**src/rtl/btn_debounce_sync_if.sv**
```systemverilog
// Signal bundle between a raw button source and the debounce/synchroniser stage.
interface btn_debounce_sync_if;
  logic       btn_raw;
  logic       level;
  logic       busy;
  logic [7:0] bounce_cnt;

  modport master (
    output btn_raw,
    input  level,
    input  busy,
    input  bounce_cnt
  );

  modport slave (
    input  btn_raw,
    output level,
    output busy,
    output bounce_cnt
  );
endinterface

```
**src/rtl/btn_debounce_sync.sv**
```systemverilog
// Button conditioner: polarity normalise, 2-flop synchroniser, stable-time filter and a
// saturating count of aborted qualifications.
module btn_debounce_sync #(
  parameter int unsigned DEBOUNCE_CYCLES = 50000,
  parameter int unsigned CNT_W           = 16,
  parameter bit          IN_ACTIVE_LOW   = 1'b1
) (
  input logic                 clk,
  input logic                 reset,
  btn_debounce_sync_if.slave  bus
);

  localparam logic [CNT_W-1:0] CntLast = CNT_W'(DEBOUNCE_CYCLES - 1);

  typedef enum logic [1:0] {StLow, StChkH, StHigh, StChkL} state_e;

  state_e           state_q, state_d;
  logic [CNT_W-1:0] cnt_q, cnt_d;
  logic             s1_q, s1_d;
  logic             s2_q, s2_d;
  logic             level_q, level_d;
  logic             busy_q, busy_d;
  logic [7:0]       bounce_q, bounce_d;
  logic             bounce_evt;

  always_ff @(posedge clk) begin
    if (!reset) begin
      s1_q     <= 1'b0;
      s2_q     <= 1'b0;
      state_q  <= StLow;
      cnt_q    <= '0;
      level_q  <= 1'b0;
      busy_q   <= 1'b0;
      bounce_q <= 8'd0;
    end else begin
      s1_q     <= s1_d;
      s2_q     <= s2_d;
      state_q  <= state_d;
      cnt_q    <= cnt_d;
      level_q  <= level_d;
      busy_q   <= busy_d;
      bounce_q <= bounce_d;
    end
  end

  always_comb begin
    s1_d       = bus.btn_raw ^ IN_ACTIVE_LOW;
    s2_d       = s1_q;
    state_d    = state_q;
    cnt_d      = cnt_q;
    bounce_evt = 1'b0;

    unique case (state_q)
      StLow: begin
        if (s2_q) begin
          state_d = StChkH;
          cnt_d   = '0;
        end
      end
      StChkH: begin
        if (!s2_q) begin
          state_d    = StLow;
          bounce_evt = 1'b1;
        end else if (cnt_q == CntLast) begin
          state_d = StHigh;
        end else begin
          cnt_d = cnt_q + 1'b1;
        end
      end
      StHigh: begin
        if (!s2_q) begin
          state_d = StChkL;
          cnt_d   = '0;
        end
      end
      StChkL: begin
        if (s2_q) begin
          state_d    = StHigh;
          bounce_evt = 1'b1;
        end else if (cnt_q == CntLast) begin
          state_d = StLow;
        end else begin
          cnt_d = cnt_q + 1'b1;
        end
      end
    endcase

    // Outputs are decoded from the next state so they register in step with it.
    level_d  = (state_d == StHigh) || (state_d == StChkL);
    busy_d   = (state_d == StChkH) || (state_d == StChkL);
    bounce_d = (bounce_evt && (bounce_q != 8'hFF)) ? bounce_q + 8'd1 : bounce_q;
  end

  assign bus.level      = level_q;
  assign bus.busy       = busy_q;
  assign bus.bounce_cnt = bounce_q;

endmodule

```
**src/flat_wrapper.sv**
```systemverilog
// flat-port wrapper written by rule: the top's interface ports become plain ports
module btn_debounce_sync_flat 
#(
  parameter int unsigned DEBOUNCE_CYCLES = 50000,
  parameter int unsigned CNT_W           = 16,
  parameter bit          IN_ACTIVE_LOW   = 1'b1
)
  (clk, reset, bus_btn_raw, bus_level, bus_busy, bus_bounce_cnt);
  btn_debounce_sync_if bus_i ();
  input logic clk;
  input logic reset;
  input wire logic [$bits(bus_i.btn_raw)-1:0] bus_btn_raw;
  output wire logic [$bits(bus_i.level)-1:0] bus_level;
  output wire logic [$bits(bus_i.busy)-1:0] bus_busy;
  output wire logic [$bits(bus_i.bounce_cnt)-1:0] bus_bounce_cnt;
  assign bus_i.btn_raw = bus_btn_raw;
  assign bus_level = bus_i.level;
  assign bus_busy = bus_i.busy;
  assign bus_bounce_cnt = bus_i.bounce_cnt;
  btn_debounce_sync #(.DEBOUNCE_CYCLES(DEBOUNCE_CYCLES), .CNT_W(CNT_W), .IN_ACTIVE_LOW(IN_ACTIVE_LOW)) u_core (.clk(clk), .reset(reset), .bus(bus_i));
endmodule
```
**config.mk**
```make
export PLATFORM = sky130hd
export DESIGN_NAME = btn_debounce_sync_flat
export DESIGN_NICKNAME = d
export VERILOG_FILES = /design/src/rtl/btn_debounce_sync_if.sv /design/src/rtl/btn_debounce_sync.sv /design/src/flat_wrapper.sv
export SDC_FILE = /design/constraint.sdc
export NUM_CORES = 1
export LEC_CHECK = 0
export BUFFER_PORTS_ARGS = -buffer_cell sky130_fd_sc_hd__buf_2
export CORE_MARGIN = 8
export CORE_UTILIZATION = 32
export CTS_CLUSTER_DIAMETER = 40
export DETAILED_ROUTE_END_ITERATION = 10
export SYNTH_ARGS = -nofsm -noshare
export SYNTH_HDL_FRONTEND = slang
export SYNTH_SLANG_ARGS = --single-unit
export TNS_END_PERCENT = 100
```
**constraint.sdc**
```tcl
create_clock -name clk -period 1.61 [get_ports clk]
set_input_delay 0.161 -clock clk [delete_from_list [all_inputs] [get_ports clk]]
set_output_delay 0.161 -clock clk [all_outputs]
set_load 0.005 [all_outputs]
```
==> results of run 1 <==
registers in the layout, indices dropped and copies added, names as in the netlist:
register               count
u_core.s2_q                1
u_core.bus.bounce_cnt      8
u_core.bus.level           1
u_core.cnt_q              16
u_core.state_q             2
u_core.s1_q                1
metrics by stage:
step | setup WS (ns) | hold WS [ns]
finish | 0.001397 | 0.03904
global route | -0.06075 | 0.03176
CTS | -0.003217 | 0.03419
detailed placement | 0.004718 | 0.3263
global placement | 0.008114 | 0.3233
floorplan | -0.04621 | 0.2334
worst register-to-register path: stages, from the launching register on:
cell	delay (ns)
dfxtp_2	0.35
ha_4	0.13
nand2_2	0.05
or4_4	0.49
or4_1	0.47
nand2_1	0.07
synth_stat cells, drive strengths merged (6+ instances only):
| library cell | instances | area (um2) |
|---|---|---|
| dfxtp | 29 | 580.6 |
| o21ai | 8 | 40.04 |
| or3 | 6 | 37.54 |
| a21oi | 12 | 60.06 |
| nand4 | 8 | 50.05 |
| clkbuf | 7 | 26.28 |
| nor2 | 12 | 45.04 |
| nor3 | 6 | 41.29 |
| nand2 | 15 | 56.30 |
| nand3 | 9 | 45.04 |
| xnor2 | 6 | 52.55 |
path summary, 6_finish.rpt:
path         cells after the start                             to                    startpoint
max                              5  u_core.cnt_q[14]$_SDFFE_PN0P_  u_core.cnt_q[1]$_SDFFE_PN0P_
min                              2         u_core.s1_q$_SDFF_PN0_                   bus_btn_raw
max reg2reg                      5  u_core.cnt_q[14]$_SDFFE_PN0P_  u_core.cnt_q[1]$_SDFFE_PN0P_
min reg2reg                      1         u_core.s2_q$_SDFF_PN0_        u_core.s1_q$_SDFF_PN0_
per-layer routing:
metal  vias up  wire length, um  track usage, %
met4         0               38           3.509
met1       641             1626           13.71
li1        708                -               -
met2        34             1596           18.32
met3         6              146           3.355
met5         -                0               0
report_power, final:
group	switching, mW	leakage, nW	total (mW)	internal [mW]
Combinational	0.0377	0.482	0.0689	0.0312
Clock	0.268	0.0450	0.566	0.299
Sequential	0.00557	0.238	0.730	0.724
what timing repair did:
| item | 4_1_cts | 5_1_grt |
|---|---|---|
| endpoints found under the setup margin | 1 | 12 |
| setup buffers | 0 | 3 |
| hold buffers | 0 | 0 |
| pin swaps | 0 | 6 |
| gates resized for setup | 1 | 12 |
layout make-up:
type / instances / area, um2
clock buffer: 6 / 72.57
clock inverter: 2 / 10.01
fill: 414 / 2344
inverter: 3 / 11.26
multi-input combinational: 126 / 842.1
sequential: 29 / 589.3
tap: 52 / 65.06
timing repair buffer: 51 / 360.3
cell families after synthesis:
group,Yosys count,share of synthesized area [%]
multiplexers,4,2.834
adder cells (fa/ha/maj),2,1.771
AND/OR/NAND/NOR,78,31.27
AO/OA/AOI/OAI,32,14.17
flip-flops,29,41.10
buffers and inverters,10,2.658
XOR/XNOR,10,6.200
==> results by group, run 1 <==
Outcome
  • Status: finished, final reports clean

Timing
  • Worst Skew: 0.001608 ns
  • Final hold violations: 0
  • Fmax achieved: 0.6217 GHz
  • Final setup violation count: 0
  • Sum Neg Setup Slack: 0 ns
  • Measured slew at the worst slew-check pin: 0.3679 ns
  • RSZ-0062 raised after global routing: yes
  • Tcrit/Tclk final: approximately 100%
  • Fin. max-slew vios: 0
  • Slew headroom: 75.13%
  • Tmin final: about 1.6 ns

Final layout
  • Final instance area: 0.001951 mm2
  • Layout cells sized above 1: 35.48%
  • Most common cell after layout, fill and taps aside: buf_4
  • Final Util: 45.43%
  • Layout overhead on the synthesized area: 38.09%
  • Nets@finish: 221
  • Most frequent cells in the layout: 37 x buf_4, 22 x dfxtp_1, 14 x nand2_1
  • Final Non-Filler Cells: 269
  • Inserted Diodes: 0

Placed design
  • Post-DP Area: 0.001803 mm2
  • HPWL after DPL: 2519 um
  • GPL Wtd Cong: roughly 0.79
  • PortBufs: 12
  • Dpl cells: 258

Synthesis
  • Primary FF master, synth: dfxtp_1
  • Sequential element share of the synthesized area: 41.10%
  • Post-Synthesis Cells: approximately 170
  • Post-synth EDFFs: 0
  • Post-synth cell types: 38
  • Post-synth net total: 170
  • Post-synth ARST share: 0%
  • Syn Std Cell Area: 0.001413 mm2
  • Synth warn: 0
  • Avg Inst Size Synth: approximately 8.6 um2
  • Yosys reg bits: 29

Die
  • Core box area: 0.004294 mm2
  • Die ar.: 0.006796 mm2
  • DIE HEIGHT: 82.44 um
  • Die width: 82.44 um
  • # IOs: 13
  • Std cell rows: 24
  • Starting Density: 32.90%

Worst setup path
  • CP max stage cell: or4_4
  • Buffers and inverters on the worst path: 0
  • Setup crit end kind: flip-flop
  • Critical path peak fanout: 3
  • Critical path cell sequence: ha_4, nand2_2, or4_4, or4_1, nand2_1
  • Startpoint type of the worst setup path: flip-flop
  • WP data required: 1.83 ns
  • Max stage delay on crit path: 0.48 ns
  • Reg2reg setup slack: 0.001 ns
  • Critical path arrival: roughly 1.8 ns
  • CP delay by family, top: simple AND/OR/NAND/NOR gates
  • Crit Path Category: reg2reg

Clock network
  • Clock sinks: 29
  • CTS tree: built
  • Clock-pin slew on the worst setup and hold paths: ~0.060 ns
  • CTS buffer count: 5
  • Worst-Skew Late Latency: 0.27 ns
  • Clk buf depth: 2
  • Depth of the CTS H-tree: 2
  • Clk root buf: clkbuf_8

Global routing
  • All-Layer GR Usage: 11.19%
  • Vias in the first global route: roughly 1400
  • Largest net degree at the start of global routing: 14
  • First-pass GRT wire length: roughly 6000 um
  • Initial antenna violation count: 0
  • GRT Residual Overflow: 0

Detailed routing
  • Antenna-violating nets left: 0
  • Iteration-0 DRC count of the detailed router: 75
  • DR DRC count: 0
  • 1st-pass router iterations: 4
  • Vias: 1389
  • Wire length per cell: ~13 um
  • Final wirelength: 3409 um
  • Vias per inst: between 5 and 6

Power
  • P per Cell Area: 699.8 mW/mm2
  • Total leakage power: 0.7649 nW
  • Worst VDD drop: 0.5157 mV
  • Total power: 1.365 mW

Job
  • MaxCap Viol Count: 0

Worst hold path
  • Min-delay worst type: in2reg
(Power assumes the default switching activity.)
==> inputs of run 2 (changes only) <==
--- a/config.mk
+++ b/config.mk
@@ -6,7 +6,7 @@
 export NUM_CORES = 1
 export LEC_CHECK = 0
 export BUFFER_PORTS_ARGS = -buffer_cell sky130_fd_sc_hd__buf_2
-export CORE_MARGIN = 8
+export CORE_MARGIN = 4
 export CORE_UTILIZATION = 32
 export CTS_CLUSTER_DIAMETER = 40
 export DETAILED_ROUTE_END_ITERATION = 10
==> run 2 against run 1 <==
  * The flow now finishes with violations (setup timing)
  * Global-route usage increased by 2.5 points
  * Non-clock buffer count decreased by 8
  * Core utilization increased by 2.1 points
  * Worst hold slack got worse by 0.0049 ns
  * Sequential power about the same
  * Critical endpoint unchanged
==> results by group, run 2 (synthesis gave the netlist of run 1 again) <==
Outcome
  • Status: finished, violations left
  • Failing checks: setup timing

Clock network
  • CTS buffer count: 5
  • Depth of the CTS H-tree: 2
  • Worst-Skew Late Latency: between 0.2 and 0.3 ns
  • Clock sinks: 29
  • Clock-pin slew on the worst setup and hold paths: 0.06 ns
  • Clk root buf: clkbuf_8
  • CTS tree: built
  • Clk buf depth: 2

Final layout
  • Largest reg by FF count: u_core.cnt_q
  • Nets@finish: 213
  • Max reg flops: 16
  • Most frequent cells in the layout: 29 x buf_4, 23 x dfxtp_1, 14 x nand2_1, 12 x buf_2
  • Layout overhead on the synthesized area: 39.33%
  • Most common cell after layout, fill and taps aside: buf_4
  • Layout cells sized above 1: 34.93%
  • Final Util: 47.49%
  • # fillers: 406
  • Inserted Diodes: 0

Global routing
  • All-Layer GR Usage: 13.71%
  • First-pass GRT wire length: 5761 um
  • Vias in the first global route: between 1000 and 1500
  • GRT Residual Overflow: 0
  • Initial antenna violation count: 0
  • Largest net degree at the start of global routing: 12

Job
  • MaxCap Viol Count: 0

Worst hold path
  • Hold path startpoint: bus_btn_raw
  • Min-delay worst type: in2reg

Detailed routing
  • Wire length per cell: 13.03 um
  • Metal3 WL: just over 80 um
  • Final wirelength: 3375 um
  • Vias: between 1000 and 1500
  • Iteration-0 DRC count of the detailed router: 59
  • 1st-pass router iterations: 4
  • Max layer used: met4
  • Antenna-violating nets left: 0
  • WL met1: 1723 um
  • Met2 wire length: approximately 1500 um
  • DR DRC count: 0
  • Vias per inst: 5.124

Timing
  • Slew headroom: 67.50%
  • Final hold violations: 0
  • Measured slew at the worst slew-check pin: 0.4825 ns
  • Fmax achieved: just over 0.6 GHz
  • Worst Skew: 0.007342 ns
  • RSZ-0062 raised after global routing: yes
  • Tcrit/Tclk final: 102.6%
  • Fin. max-slew vios: 0
  • Tmin final: 1.653 ns
  • Setup ws final: -0.04266 ns
  • Final setup violation count: 4

Worst setup path
  • WP data required: roughly 1.8 ns
  • RR Startpoint: u_core.cnt_q[9]$_SDFFE_PN0P_
  • Critical Path Sink: u_core.cnt_q[14]$_SDFFE_PN0P_
  • R2R depth: 4
  • Critical Path Start: u_core.cnt_q[9]$_SDFFE_PN0P_
  • Startpoint type of the worst setup path: flip-flop
  • Reg2reg setup slack: -0.04 ns
  • Setup crit end kind: flip-flop
  • Reg2Reg Capture Point: u_core.cnt_q[14]$_SDFFE_PN0P_
  • Critical path peak fanout: 4
  • Critical path arrival: between 1.5 and 2 ns
  • Crit Path Category: reg2reg

Power
  • P per Cell Area: 802.7 mW/mm2
  • Worst VDD drop: 0.6067 mV
  • Total power: 1.580 mW
  • Total leakage power: 0.7417 nW

Die
  • DIE HEIGHT: 74.44 um
  • Std cell rows: 23
  • Die ar.: 0.005541 mm2
  • Core box area: 0.004144 mm2
  • Starting Density: between 30% and 40%
  • Die width: 74.44 um
  • # IOs: 13

Placed design
  • Dpl ws: -0.03224 ns
  • PortBufs: 12
  • HPWL after DPL: approximately 2400 um
  • GPL Wtd Cong: 0.8476
==> run 2: changes by cell type in the layout (fill, tap and decap cells not counted), sizes merged <==
cell    delta
buf        -8
clkinv     -2
bufinv     +1
clkbuf     +1
==> run 2: per-stage QoR <==
step	hold WS (ns)	std cells	setup TNS [ns]	area, um2
5_1_grt	0.02392	259	-0.3911	1968
3_3_place_gp	0.3185	250	-0.02675	1755
3_5_place_dp	0.3207	250	-0.03224	1755
4_1_cts	0.02211	258	-0.05133	1901
2_1_floorplan	0.2334	165	-0.04621	1435
6_report	0.03410	259	-0.06512	1968
==> run 2: worst min path at each step <==
stage / to / slack [ns] / cells past startpoint
finish: u_core.s1_q$_SDFF_PN0_ / 0.03 / 2
global route: u_core.s1_q$_SDFF_PN0_ / 0.02 / 2
CTS: u_core.s1_q$_SDFF_PN0_ / 0.02 / 2
detailed placement: u_core.s1_q$_SDFF_PN0_ / 0.32 / 2
global placement: u_core.s1_q$_SDFF_PN0_ / 0.32 / 2
floorplan: u_core.s1_q$_SDFF_PN0_ / 0.23 / 1
==> run 2: worst max-delay path: stages, from the launching register on <==
cell     delay (ns)
dfxtp_1        0.38
nand3_2        0.12
or4_4          0.54
or4_4          0.48
nand2_1        0.08
==> run 2: where the power goes <==
group,internal [mW],switching (mW),total (mW)
Combinational,0.0309,0.0391,0.0700
Clock,0.504,0.276,0.779
Sequential,0.724,0.00593,0.730
==> run 2: area by class of cell <==
type	count	area (um2)	share of cell area, %
multi-input cells	126	889.6	45.20
clock buffers	7	86.33	4.387
clock inverters	1	30.03	1.526
flip-flops and latches	29	588.1	29.88
inverters	3	11.26	0.5722
repair buffers	43	300.3	15.26
well taps	50	62.56	3.179
==> run 2: routing by layer <==
metal,up-vias,global-route usage [%]
met3,5,3.649
met5,-,0
met2,21,19.02
li1,693,-
met1,608,19.39
met4,0,6.917
==> run 2: timing repair <==
item	4_1_cts	5_1_grt
hold buffers	0	0
pin swaps	1	7
endpoints found under the hold margin	0	0
setup endpoints to repair	4	8
gates resized for setup	7	15
buffers inserted	0	0
gates cloned	0	1
==> inputs of run 3 (changes only) <==
--- a/config.mk
+++ b/config.mk
@@ -6,10 +6,11 @@
 export NUM_CORES = 1
 export LEC_CHECK = 0
 export BUFFER_PORTS_ARGS = -buffer_cell sky130_fd_sc_hd__buf_2
-export CORE_MARGIN = 4
-export CORE_UTILIZATION = 32
+export CORE_MARGIN = 3
+export CORE_UTILIZATION = 50
 export CTS_CLUSTER_DIAMETER = 40
 export DETAILED_ROUTE_END_ITERATION = 10
+export PLACE_DENSITY = 0.69
 export SYNTH_ARGS = -nofsm -noshare
 export SYNTH_HDL_FRONTEND = slang
 export SYNTH_SLANG_ARGS = --single-unit
==> constraint.sdc (replaced) <==
create_clock -name clk -period 1.8 [get_ports clk]
set_input_delay 0.18 -clock clk [delete_from_list [all_inputs] [get_ports clk]]
set_output_delay 0.18 -clock clk [all_outputs]
set_load 0.005 [all_outputs]
==> run 3 against run 2 <==
  * The flow now finishes without violations
  * Cell area shrank 12%
  * Sequential power shrank 11%
  * Setup slack gained 0.11 ns
  * Total power shrank 26%
  * Via count grew 1.1%
  * Critical path type unchanged
  * Critical endpoint unchanged
  * Largest cell class unchanged
  * Largest power group is now registers
==> results by group, run 3 (synthesis gave the netlist of run 1 again) <==
Final layout
  • Inserted Diodes: 0
  • Layout cells sized above 1: about 26%
  • Layout overhead on the synthesized area: 23.12%
  • FF/Latch Area: 586.8 um2
  • Area of the multi-input gates: around 800 um2
  • Final instance area: 0.001739 mm2
  • Nets@finish: 204
  • # fillers: 217
  • Most common cell after layout, fill and taps aside: dfxtp_1
  • Largest reg by FF count: u_core.cnt_q
  • Most frequent cells in the layout: 26 x dfxtp_1, 21 x buf_4, 15 x nand2_1
  • Max reg flops: 16

Detailed routing
  • Final wirelength: 3192 um
  • Iteration-0 DRC count of the detailed router: ~90
  • Vias: ~1300
  • WL met1: 1561 um
  • Wire length per cell: 13.88 um
  • Met2 wire length: 1375 um
  • Max layer used: met4
  • Metal3 WL: around 200 um
  • 1st-pass router iterations: 4
  • Vias per inst: 5.830
  • Antenna-violating nets left: 0
  • DR DRC count: 0

Die
  • Die width: 59.15 um
  • Std cell rows: 18
  • Die ar.: 0.003499 mm2
  • # IOs: 13
  • DIE HEIGHT: 59.15 um
  • Core box area: 0.002590 mm2
  • Starting Density: 54.54%

Clock network
  • Worst-Skew Late Latency: about 0.33 ns
  • Clk root buf: clkbuf_4
  • Clock sinks: 29
  • CTS buffer count: 5
  • Clk buf depth: 2
  • Depth of the CTS H-tree: 2
  • Clock-pin slew on the worst setup and hold paths: 0.09 ns
  • CTS tree: built

Worst setup path
  • Startpoint type of the worst setup path: flip-flop
  • Reg2Reg Capture Point: u_core.cnt_q[14]$_SDFFE_PN0P_
  • R2R depth: 5
  • Max stage delay on crit path: 0.52 ns
  • Reg2reg setup slack: 0.06 ns
  • Setup crit end kind: flip-flop
  • Critical Path Start: u_core.cnt_q[4]$_SDFFE_PN0P_
  • Critical path arrival: 2.02 ns
  • Crit Path Category: reg2reg
  • RR Startpoint: u_core.cnt_q[4]$_SDFFE_PN0P_
  • WP data required: around 2.1 ns
  • Critical Path Sink: u_core.cnt_q[14]$_SDFFE_PN0P_
  • CP max stage cell: or4_4
  • Critical path peak fanout: 6
  • Critical path cell sequence: buf_4, nand4_1, or4_4, or4_1, nand2_1

Global routing
  • GRT Residual Overflow: 0
  • First-pass GRT wire length: 5430 um
  • Initial antenna violation count: 0
  • Largest net degree at the start of global routing: 16
  • All-Layer GR Usage: 20.79%
  • Vias in the first global route: between 1000 and 1500

Worst hold path
  • Hold Path Stages: 3
  • Min-delay worst type: in2reg

Power
  • Worst VDD drop: around 0.65 mV
  • Total leakage power: about 0.66 nW
  • P per Cell Area: 672.7 mW/mm2

Placed design
  • Post-DP Area: ~0.0016 mm2
  • PortBufs: 12
  • Dpl ws: 0.05041 ns
  • GPL Wtd Cong: approximately 0.83
  • HPWL after DPL: 2235 um

Timing
  • Setup ws final: 0.06240 ns
  • Sum Neg Setup Slack: 0 ns
  • Final hold violations: 0
  • Fin. max-slew vios: 0
  • Worst Skew: 0.006381 ns
  • Fmax achieved: approximately 0.58 GHz
  • Tmin final: roughly 1.7 ns
  • Final setup violation count: 0
  • Hold WS: 0.1833 ns
  • Measured slew at the worst slew-check pin: between 0.5 and 0.6 ns
  • Tcrit/Tclk final: 96.53%
  • Slew headroom: 65.68%

Outcome
  • Status: finished, final reports clean

Job
  • MaxCap Viol Count: 0
[run 3: how the worst min path moves through the flow]
stage	start	endpoint	slack (ns)
3_5_place_dp	bus_btn_raw	u_core.s1_q$_SDFF_PN0_	0.35
6_report	reset	u_core.bus.bounce_cnt[5]$_SDFFE_PN0P_	0.18
2_1_floorplan	bus_btn_raw	u_core.s1_q$_SDFF_PN0_	0.25
5_1_grt	reset	u_core.bus.bounce_cnt[5]$_SDFFE_PN0P_	0.19
3_3_place_gp	bus_btn_raw	u_core.s1_q$_SDFF_PN0_	0.34
4_1_cts	reset	u_core.bus.bounce_cnt[5]$_SDFFE_PN0P_	0.17
[run 3: power by group]
group,internal (mW),switching (mW)
Combinational,0.0230,0.0316
Clock,0.226,0.238
Sequential,0.646,0.00552
[run 3: timing repair]
item	in CTS	in global routing
buffers inserted	0	6
endpoints found under the hold margin	1	0
setup endpoints to repair	0	8
hold buffers	1	0
gates resized for setup	0	8
[run 3: through the flow]
step / std cells / utilization, % / total power, mW
finish: 230 / 67.15 / 1.170
global route: 230 / 67.15 / 1.227
CTS: 224 / 64.73 / 1.174
detailed placement: 215 / 61.64 / 0.7154
global placement: 215 / 61.64 / 0.7135
floorplan: 165 / - / 0.6954
[run 3: layer usage]
metal	global-route usage [%]	vias to the layer above
met5	0	-
met4	7.767	0
met3	7.190	5
met2	29.18	45
met1	29.14	621
li1	-	670
[run 3: final cells by class]
class,count,share of cell area [%]
Clock buffer,7,3.741
Clock inverter,1,0.2878
Inverter,3,0.6475
Multi-Input combinational cell,126,46.33
Sequential cell,29,33.74
Tap cell,30,2.158
Timing Repair Buffer,34,13.09
[run 3: worst max-delay path: cells and delay by family, from the launching register on]
kind                   cells  cell delay (ns)
buffers and inverters      1             0.15
DFF                        1             0.35
and+or+nand+nor            4             1.18
